**src/rtl/lcd_bus_responder_if.sv**
```systemverilog
// Character-LCD write bus plus the buffer read port and status outputs of the responder.
// The master modport is the bus driver / reader side; the slave modport is the responder.
interface lcd_bus_responder_if;
  logic       LCD_EN;
  logic       LCD_RS;
  logic       LCD_RW;
  logic [7:0] LCD_DATA;
  logic [4:0] rd_addr;
  logic [7:0] rd_char;
  logic [4:0] cursor;
  logic       busy;
  logic       cmd_valid;
  logic [7:0] cmd_code;
  logic       err_busy;
  logic       err_addr;

  modport master (
    output LCD_EN, LCD_RS, LCD_RW, LCD_DATA, rd_addr,
    input  rd_char, cursor, busy, cmd_valid, cmd_code, err_busy, err_addr
  );

  modport slave (
    input  LCD_EN, LCD_RS, LCD_RW, LCD_DATA, rd_addr,
    output rd_char, cursor, busy, cmd_valid, cmd_code, err_busy, err_addr
  );
endinterface

```
**src/rtl/lcd_bus_responder.sv**
```systemverilog
// On-chip stand-in for an HD44780-style 16x2 panel: decodes writes on the LCD bus into a
// 32-character buffer with cursor, busy timing and sticky error flags.
module lcd_bus_responder #(
  parameter int EXEC_CYCLES  = 2000,
  parameter int CLEAR_CYCLES = 82000
) (
  input logic                iCLK,
  input logic                iRST_N,
  lcd_bus_responder_if.slave bus
);
  localparam int MAX_CYCLES = (CLEAR_CYCLES > EXEC_CYCLES) ? CLEAR_CYCLES : EXEC_CYCLES;
  localparam int CW = $clog2(MAX_CYCLES + 1);
  localparam logic [CW-1:0] EXEC_LOAD  = CW'(EXEC_CYCLES - 1);
  localparam logic [CW-1:0] CLEAR_LOAD = CW'(CLEAR_CYCLES - 1);

  typedef enum logic [1:0] {IDLE, EXEC, CLEAR} state_t;

  state_t          r_state;
  logic            r_enS1, r_enS2, r_enS3;
  logic            r_rsS1, r_rsS2, r_rwS1, r_rwS2;
  logic [7:0]      r_dataS1, r_dataS2;
  logic [7:0]      r_buf [32];
  logic [4:0]      r_cursor;
  logic            r_incr;
  logic [CW-1:0]   r_count;
  logic [5:0]      r_clrIdx;
  logic            r_busy, r_cmdValid, r_errBusy, r_errAddr;
  logic [7:0]      r_cmdCode, r_rdChar;

  logic            w_strobe, w_write, w_accept, w_isClear;
  logic [4:0]      w_cursorStep;
  logic [6:0]      w_ddramAddr;

  assign w_strobe     = r_enS3 & ~r_enS2;
  assign w_write      = w_strobe & ~r_rwS2;
  assign w_accept     = w_write & ~r_busy;
  assign w_isClear    = ~r_rsS2 & (r_dataS2 == 8'h01);
  assign w_cursorStep = r_incr ? r_cursor + 5'd1 : r_cursor - 5'd1;
  assign w_ddramAddr  = r_dataS2[6:0];

  always_ff @(posedge iCLK) begin
    if (!iRST_N) begin
      {r_enS1, r_enS2, r_enS3} <= 3'b000;
      {r_rsS1, r_rsS2, r_rwS1, r_rwS2} <= 4'b0000;
      r_dataS1 <= 8'h00;
      r_dataS2 <= 8'h00;
    end else begin
      r_enS1   <= bus.LCD_EN;
      r_enS2   <= r_enS1;
      r_enS3   <= r_enS2;
      r_rsS1   <= bus.LCD_RS;
      r_rsS2   <= r_rsS1;
      r_rwS1   <= bus.LCD_RW;
      r_rwS2   <= r_rwS1;
      r_dataS1 <= bus.LCD_DATA;
      r_dataS2 <= r_dataS1;
    end
  end

  always_ff @(posedge iCLK) begin
    if (!iRST_N) begin
      r_state    <= IDLE;
      for (int i = 0; i < 32; i++) r_buf[i] <= 8'h20;
      r_cursor   <= 5'd0;
      r_incr     <= 1'b1;
      r_count    <= '0;
      r_clrIdx   <= 6'd32;
      r_busy     <= 1'b0;
      r_cmdValid <= 1'b0;
      r_cmdCode  <= 8'h00;
      r_errBusy  <= 1'b0;
      r_errAddr  <= 1'b0;
      r_rdChar   <= 8'h20;
    end else begin
      r_cmdValid <= 1'b0;
      r_rdChar   <= r_buf[bus.rd_addr];
      if (w_write && r_busy) r_errBusy <= 1'b1;

      case (r_state)
        IDLE: begin
          if (w_accept) begin
            r_busy  <= 1'b1;
            r_state <= EXEC;
            r_count <= EXEC_LOAD;
            if (r_rsS2) begin
              r_buf[r_cursor] <= r_dataS2;
              r_cursor        <= w_cursorStep;
            end else begin
              r_cmdValid <= 1'b1;
              r_cmdCode  <= r_dataS2;
              if (w_isClear) begin
                r_state  <= CLEAR;
                r_count  <= CLEAR_LOAD;
                r_clrIdx <= 6'd0;
                r_cursor <= 5'd0;
                r_incr   <= 1'b1;
              end else if (r_dataS2[7]) begin
                // Only the two visible 16-column windows of DDRAM map onto the buffer
                if (w_ddramAddr[6:4] == 3'b000) r_cursor <= {1'b0, w_ddramAddr[3:0]};
                else if (w_ddramAddr[6:4] == 3'b100) r_cursor <= {1'b1, w_ddramAddr[3:0]};
                else r_errAddr <= 1'b1;
              end else if (r_dataS2[7:2] == 6'b000001) begin
                r_incr <= r_dataS2[1];
              end else if (r_dataS2[7:1] == 7'b0000001) begin
                r_cursor <= 5'd0;
              end
            end
          end
        end
        EXEC, CLEAR: begin
          if (r_state == CLEAR && !r_clrIdx[5]) begin
            r_buf[r_clrIdx[4:0]] <= 8'h20;
            r_clrIdx             <= r_clrIdx + 6'd1;
          end
          if (r_count == '0) begin
            r_state <= IDLE;
            r_busy  <= 1'b0;
          end else begin
            r_count <= r_count - CW'(1);
          end
        end
        default: begin
          r_state <= IDLE;
          r_busy  <= 1'b0;
        end
      endcase
    end
  end

  assign bus.rd_char   = r_rdChar;
  assign bus.cursor    = r_cursor;
  assign bus.busy      = r_busy;
  assign bus.cmd_valid = r_cmdValid;
  assign bus.cmd_code  = r_cmdCode;
  assign bus.err_busy  = r_errBusy;
  assign bus.err_addr  = r_errAddr;
endmodule

```
**src/flat_wrapper.sv**
```systemverilog
// flat-port wrapper written by rule: the top's interface ports become plain ports
module lcd_bus_responder_flat 
#(
  parameter int EXEC_CYCLES  = 2000,
  parameter int CLEAR_CYCLES = 82000
)
  (iCLK, iRST_N, bus_LCD_EN, bus_LCD_RS, bus_LCD_RW, bus_LCD_DATA, bus_rd_addr, bus_rd_char, bus_cursor, bus_busy, bus_cmd_valid, bus_cmd_code, bus_err_busy, bus_err_addr);
  lcd_bus_responder_if bus_i ();
  input logic iCLK;
  input logic iRST_N;
  input wire logic [$bits(bus_i.LCD_EN)-1:0] bus_LCD_EN;
  input wire logic [$bits(bus_i.LCD_RS)-1:0] bus_LCD_RS;
  input wire logic [$bits(bus_i.LCD_RW)-1:0] bus_LCD_RW;
  input wire logic [$bits(bus_i.LCD_DATA)-1:0] bus_LCD_DATA;
  input wire logic [$bits(bus_i.rd_addr)-1:0] bus_rd_addr;
  output wire logic [$bits(bus_i.rd_char)-1:0] bus_rd_char;
  output wire logic [$bits(bus_i.cursor)-1:0] bus_cursor;
  output wire logic [$bits(bus_i.busy)-1:0] bus_busy;
  output wire logic [$bits(bus_i.cmd_valid)-1:0] bus_cmd_valid;
  output wire logic [$bits(bus_i.cmd_code)-1:0] bus_cmd_code;
  output wire logic [$bits(bus_i.err_busy)-1:0] bus_err_busy;
  output wire logic [$bits(bus_i.err_addr)-1:0] bus_err_addr;
  assign bus_i.LCD_EN = bus_LCD_EN;
  assign bus_i.LCD_RS = bus_LCD_RS;
  assign bus_i.LCD_RW = bus_LCD_RW;
  assign bus_i.LCD_DATA = bus_LCD_DATA;
  assign bus_i.rd_addr = bus_rd_addr;
  assign bus_rd_char = bus_i.rd_char;
  assign bus_cursor = bus_i.cursor;
  assign bus_busy = bus_i.busy;
  assign bus_cmd_valid = bus_i.cmd_valid;
  assign bus_cmd_code = bus_i.cmd_code;
  assign bus_err_busy = bus_i.err_busy;
  assign bus_err_addr = bus_i.err_addr;
  lcd_bus_responder #(.EXEC_CYCLES(EXEC_CYCLES), .CLEAR_CYCLES(CLEAR_CYCLES)) u_core (.iCLK(iCLK), .iRST_N(iRST_N), .bus(bus_i));
endmodule
```
**config.mk**
```make
export PLATFORM = sky130hd
export DESIGN_NAME = lcd_bus_responder_flat
export DESIGN_NICKNAME = d
export VERILOG_FILES = /design/src/rtl/lcd_bus_responder_if.sv /design/src/rtl/lcd_bus_responder.sv /design/src/flat_wrapper.sv
export SDC_FILE = /design/constraint.sdc
export NUM_CORES = 1
export LEC_CHECK = 0
export ABC_CLOCK_PERIOD_IN_PS = 2860
export BUFFER_PORTS_ARGS = -buffer_cell sky130_fd_sc_hd__buf_2
export CORE_UTILIZATION = 48
export CTS_BUF_LIST = sky130_fd_sc_hd__clkbuf_16
export DETAILED_ROUTE_END_ITERATION = 8
export PLACE_DENSITY = 0.67
export SYNTH_ARGS = -nofsm -noshare
export SYNTH_HDL_FRONTEND = slang
export SYNTH_SLANG_ARGS = --single-unit
```
**constraint.sdc**
```tcl
create_clock -name iCLK -period 2.86 [get_ports iCLK]
set_input_delay 0.286 -clock iCLK [delete_from_list [all_inputs] [get_ports iCLK]]
set_output_delay 0.286 -clock iCLK [all_outputs]
set_load 0.01 [all_outputs]
```
### After elaboration in Yosys (flattened, before gate mapping)

Memory sizes are Yosys's and may differ from the RTL's. A register that Yosys moved wholly into a read port is not among the register bits.
Index checks and enable logic that the tools add are counted.

* $add $sub $neg: 4
* equality and inequality tests: 15
* mux-type cells: 46
* bitwise logic cells: 11
* reduce and logical (&&, ||, !) cells: 21

Operators with widths (number)
* $mux W17: 4
* $mux W5: 10
* $pmux W17 S2: 1
* $mux W6: 4
* $mux W1: 18
* $logic_not A17 Y1: 1
* $sub A17 B1 Y17 const B: 1
* $mux W8: 2
* $reduce_or A8 Y1: 2
* $reduce_and A5 Y1: 3
* $pmux W6 S2: 1
* $reduce_and A3 Y1: 3
* $eq A8 B1 Y1 const B: 1
* $mux W2: 4
* $ne A2 B1 Y1 const B: 4
* $eq A7 B1 Y1 const B: 1
* $not A1 Y1: 7
* $reduce_and A7 Y1: 1
* $add A6 B1 Y6 const B: 1
* $eq A6 B1 Y1 const B: 1
* $ne A2 B2 Y1 const B: 3
* $add A5 B1 Y5 const B: 1
* $ne A5 B4 Y1 const B: 1
* $sub A5 B1 Y5 const B: 1
* other kinds (15): 21

* register bits: 66
* RAM bits: 256
* input port bits: 18
* output and inout bits: 25
* word-level logic and storage cells: 117
* memories: 1

Memories
* u_core.r_buf: words 32, width 8, read ports 1, clocked after memory_dff 1, write ports 32, line lcd_bus_responder.sv:22 `logic [7:0] r_buf [32];`

### Logic depth before layout (Yosys ltp)

* depth after elaboration: 11
* gate-level depth with buffers: 9
* depth with buffers taken out: 7

### Worst setup path after synthesis

No wires, ideal clock.

* path kind: flip-flop to flip-flop
* from: reg u_core.r_state[1]
* to: mem u_core.r_buf[20][0] (enable)
* library setup time: 0.329 ns
* data arrival time: 2.389 ns
* data required time: 2.531 ns
* path slack: 0.142 ns
* cell stages (with the launch flop): 9
* path buffers: 1
* clock period less this slack: 2.718 ns
* cells stage by stage: dfxtp_1 -> inv_1 -> ha_1 -> and4b_1 -> buf_4 -> mux2_2 -> nor4_1 -> nand2_1 -> nand2_1

RTL lines
* start, declared: line lcd_bus_responder.sv:18 `state_t r_state;`
* start signal, assigned: line lcd_bus_responder.sv:62 `r_state <= IDLE;`
* start signal, assigned: line lcd_bus_responder.sv:83 `r_state <= EXEC;`
* start signal, assigned: line lcd_bus_responder.sv:92 `r_state <= CLEAR;`
* end, declared: line lcd_bus_responder.sv:22

==> flow_summary.toml <==
[cts]
cts.path.max_buffers = 3
cts-htree-levels = 2
cts.sinks = 330
cts_inserted_buffers = 37
cts_tree = "yes"
cts_root_buf = "clkbuf_16"
clock_latency_ps = 520
clkTransAtPathRegs_ps = 60

[min_path]
hold_path_class = "in2reg"

[floorplanning]
initial_core_util = 0.492
die_w_um = 177
pin_count = 43
row_count = 63
die_area_mm2 = 0.0312
die_h_um = 177
core_area_mm2 = 0.0298

[global_route]
antenna_found_initial = 0
grt_max_degree = 77
grt_pass1_vias = 9811
grt_pass1_wl_um = 54700
gr-total-overflow = 0
grt_usage = 0.230

[finish]
antennaDiodeCount = 0
fin_nets = 1307
fillers = 2431
seqCellArea_mm2 = 0.00917
post_route_cells_drive_above_1_share = 0.201
final_cells = 1699
multiInputGateArea_mm2 = 0.00514
syn_to_final_growth_pct = 16.0

[critical_path]
path_delay_family = "simple AND/OR/NAND/NOR gates"
required_ps = 3050
cp_slowest_stage_delay_ps = 450
crit_buf_inv = 2
worstSetupStartpointType = "flop"
path_cells = "inv_1, ha_1, and4b_2, mux2_2, nor4_4, buf_4, nand3_1, nand2_1"
cp-end-kind = "flop"
cp.arrival_ps = 2930
cp_slowest_cell = "mux2_2"
critical_path_class = "reg2reg"
crit_path_max_fanout = 8

[route]
routedWlPerCell_um = 20.6
wl_um = 35100
drc_errors = 0
first_iter_violations = 941
avgViaCountPerCell = 5.93
first_pass_iters = 6
vias = 10100
drtAntennaViolNets = 0

[synthesis]
ys_seq_elements = 330
ys_warn_count = 0
synthFlopType = "edfxtp_1"
yosysUniqueCellTypes = 65
synth.avg_cell_area_um2 = 12.3
syn_nets = 1218
synthArstFlopShare = 0
syn_area_mm2 = 0.0147
synth-edff-count = 256
ys_seq_area_frac = 0.626
synthCells = 1191

[sta]
period_needed_ps = 2750
finalHoldViolCount = 0
hold_ws_ps = 246
worst_slew_pin_slew_ps = 707
max_slew_margin = 0.515
slew_viol_final = 0
fin_ws_ps = 114
max_freq_ghz = 0.364
fin_crit_sh = 0.960
final.setup_skew_ps = 14.1
setup_viol_count_final = 0

[run]
cap_violations = 0

[power]
internal_power_w = 0.00829
p_leak_nw = 5.95
switching_power_w = 0.00239
comb_power_share = 0.064
irDropWorstVdd_mv = 0.456
powerDensity_mw_per_mm2 = 628
clockPowerShare = 0.434
power_w = 0.0107
switching_share = 0.224
seq_power_share = 0.502

[placement]
dp_cells = 1619
pre_cts_ws_ps = 37.6
dp_hpwl_um = 23000
gp_congestion = 0.863
io_buffers = 42

[outcome]
outcome = "finished clean"
cell families after synthesis:
family                     Yosys count  synth area share
adders and majority gates            9           0.00820
DFF                                330             0.626
muxes                              100             0.111
buffers and inverters               94            0.0257
xor gates and xnor gates             5           0.00299
and+or+nand+nor                    515             0.165
AOI/OAI and AO/OA                  138            0.0605
metal layers:
| layer | global-route usage | up-vias | wire length [um] |
|---|---|---|---|
| li1 | - | 4621 | - |
| met1 | 0.311 | 4938 | 14300 |
| met2 | 0.381 | 456 | 17100 |
| met3 | 0.0399 | 57 | 2760 |
| met4 | 0.0718 | 0 | 880 |
| met5 | 0 | - | 0 |
synthesized netlist by cell type, types with 15 or more instances:
cell type	instances	area (um^2)
nand4_1	39	244
clkbuf_1	58	218
nand3_1	47	235
a22oi_1	15	113
o21ai_0	31	155
and2_1	26	163
dfxtp_1	74	1480
mux4_2	50	1130
edfxtp_1	256	7690
nand2_1	89	334
mux2i_1	45	450
a21oi_1	35	175
nor2_1	246	923
power groups by stage:
stage / logic [W] / clock network (W) / registers, W
finish: 0.000683 / 0.00463 / 0.00536
global route: 0.000737 / 0.00487 / 0.00537
CTS: 0.000681 / 0.00469 / 0.00536
detailed placement: 0.000665 / 0 / 0.00546
global placement: 0.000653 / 0 / 0.00545
floorplan: 0.000458 / 0 / 0.00543
sequential cells by signal (all words and copies together), names as in the netlist, 2 cells and up:
name and count:
u_core.r_buf 256, u_core.r_clrIdx 6, u_core.r_count 17, u_core.bus.rd_char 8, u_core.bus.cursor 5, u_core.bus.cmd_code 8, u_core.r_dataS2 8, u_core.r_state 2
u_core.r_dataS1 8
layout by cell type, fill, tap and decap left out, drive strengths merged, types with 3 or more instances in the layout:
cell	netlist	layout
a211oi	7	7
a21oi	35	35
a22oi	15	15
a31oi	14	14
and2	26	26
buf	21	118
bufinv	0	3
clkbuf	58	39
clkinv	1	14
dfxtp	74	74
dlygate4sd3	0	11
edfxtp	256	256
ha	8	8
inv	14	26
mux2	5	5
mux2i	45	45
mux4	50	50
nand2	89	89
nand2b	3	3
nand3	47	47
nand4	39	39
nor2	247	247
nor2b	7	7
nor3	19	19
nor4	6	6
o21a	5	5
o21ai	31	31
o22ai	3	3
o311ai	7	7
o31ai	4	4
or2	3	3
or3	11	11
or4	6	6
xnor2	4	4
final cells by class:
class,count,area share
tap,390,0.0287
timing repair buffer,129,0.0557
multi-input combinational,767,0.302
inverter,15,0.00331
clock inverter,29,0.0130
clock buffer,39,0.0574
sequential,330,0.540
what timing repair did:
action / in CTS / in global routing
buffers inserted: 0 / 1
hold buffers: 11 / 0
endpoints found under the setup margin: 0 / 211
resized for setup: 0 / 6
hold endpoints to repair: 11 / 0
metrics by stage:
stage / util / area [um^2] / TNS, ps
finish: 0.570 / 17000 / 0
global route: 0.570 / 17000 / -239
detailed placement: 0.526 / 15700 / 0
CTS: 0.569 / 17000 / 0
floorplan: - / 14700 / 0
global placement: 0.526 / 15700 / 0
final timing paths:
check,to,cells past startpoint,slack [ps],start
max,u_core.r_buf[14][0],8,110,u_core.r_state[1]
min,u_core.r_incr,3,250,iRST_N
max reg2reg,u_core.r_buf[14][0],8,110,u_core.r_state[1]
min reg2reg,u_core.r_dataS2[4],1,430,u_core.r_dataS1[4]
tightest hold or removal path: stages:
cell,delay (ps)
buf_2,130
buf_12,220
nand2_1,80
(Power assumes the default switching activity.)
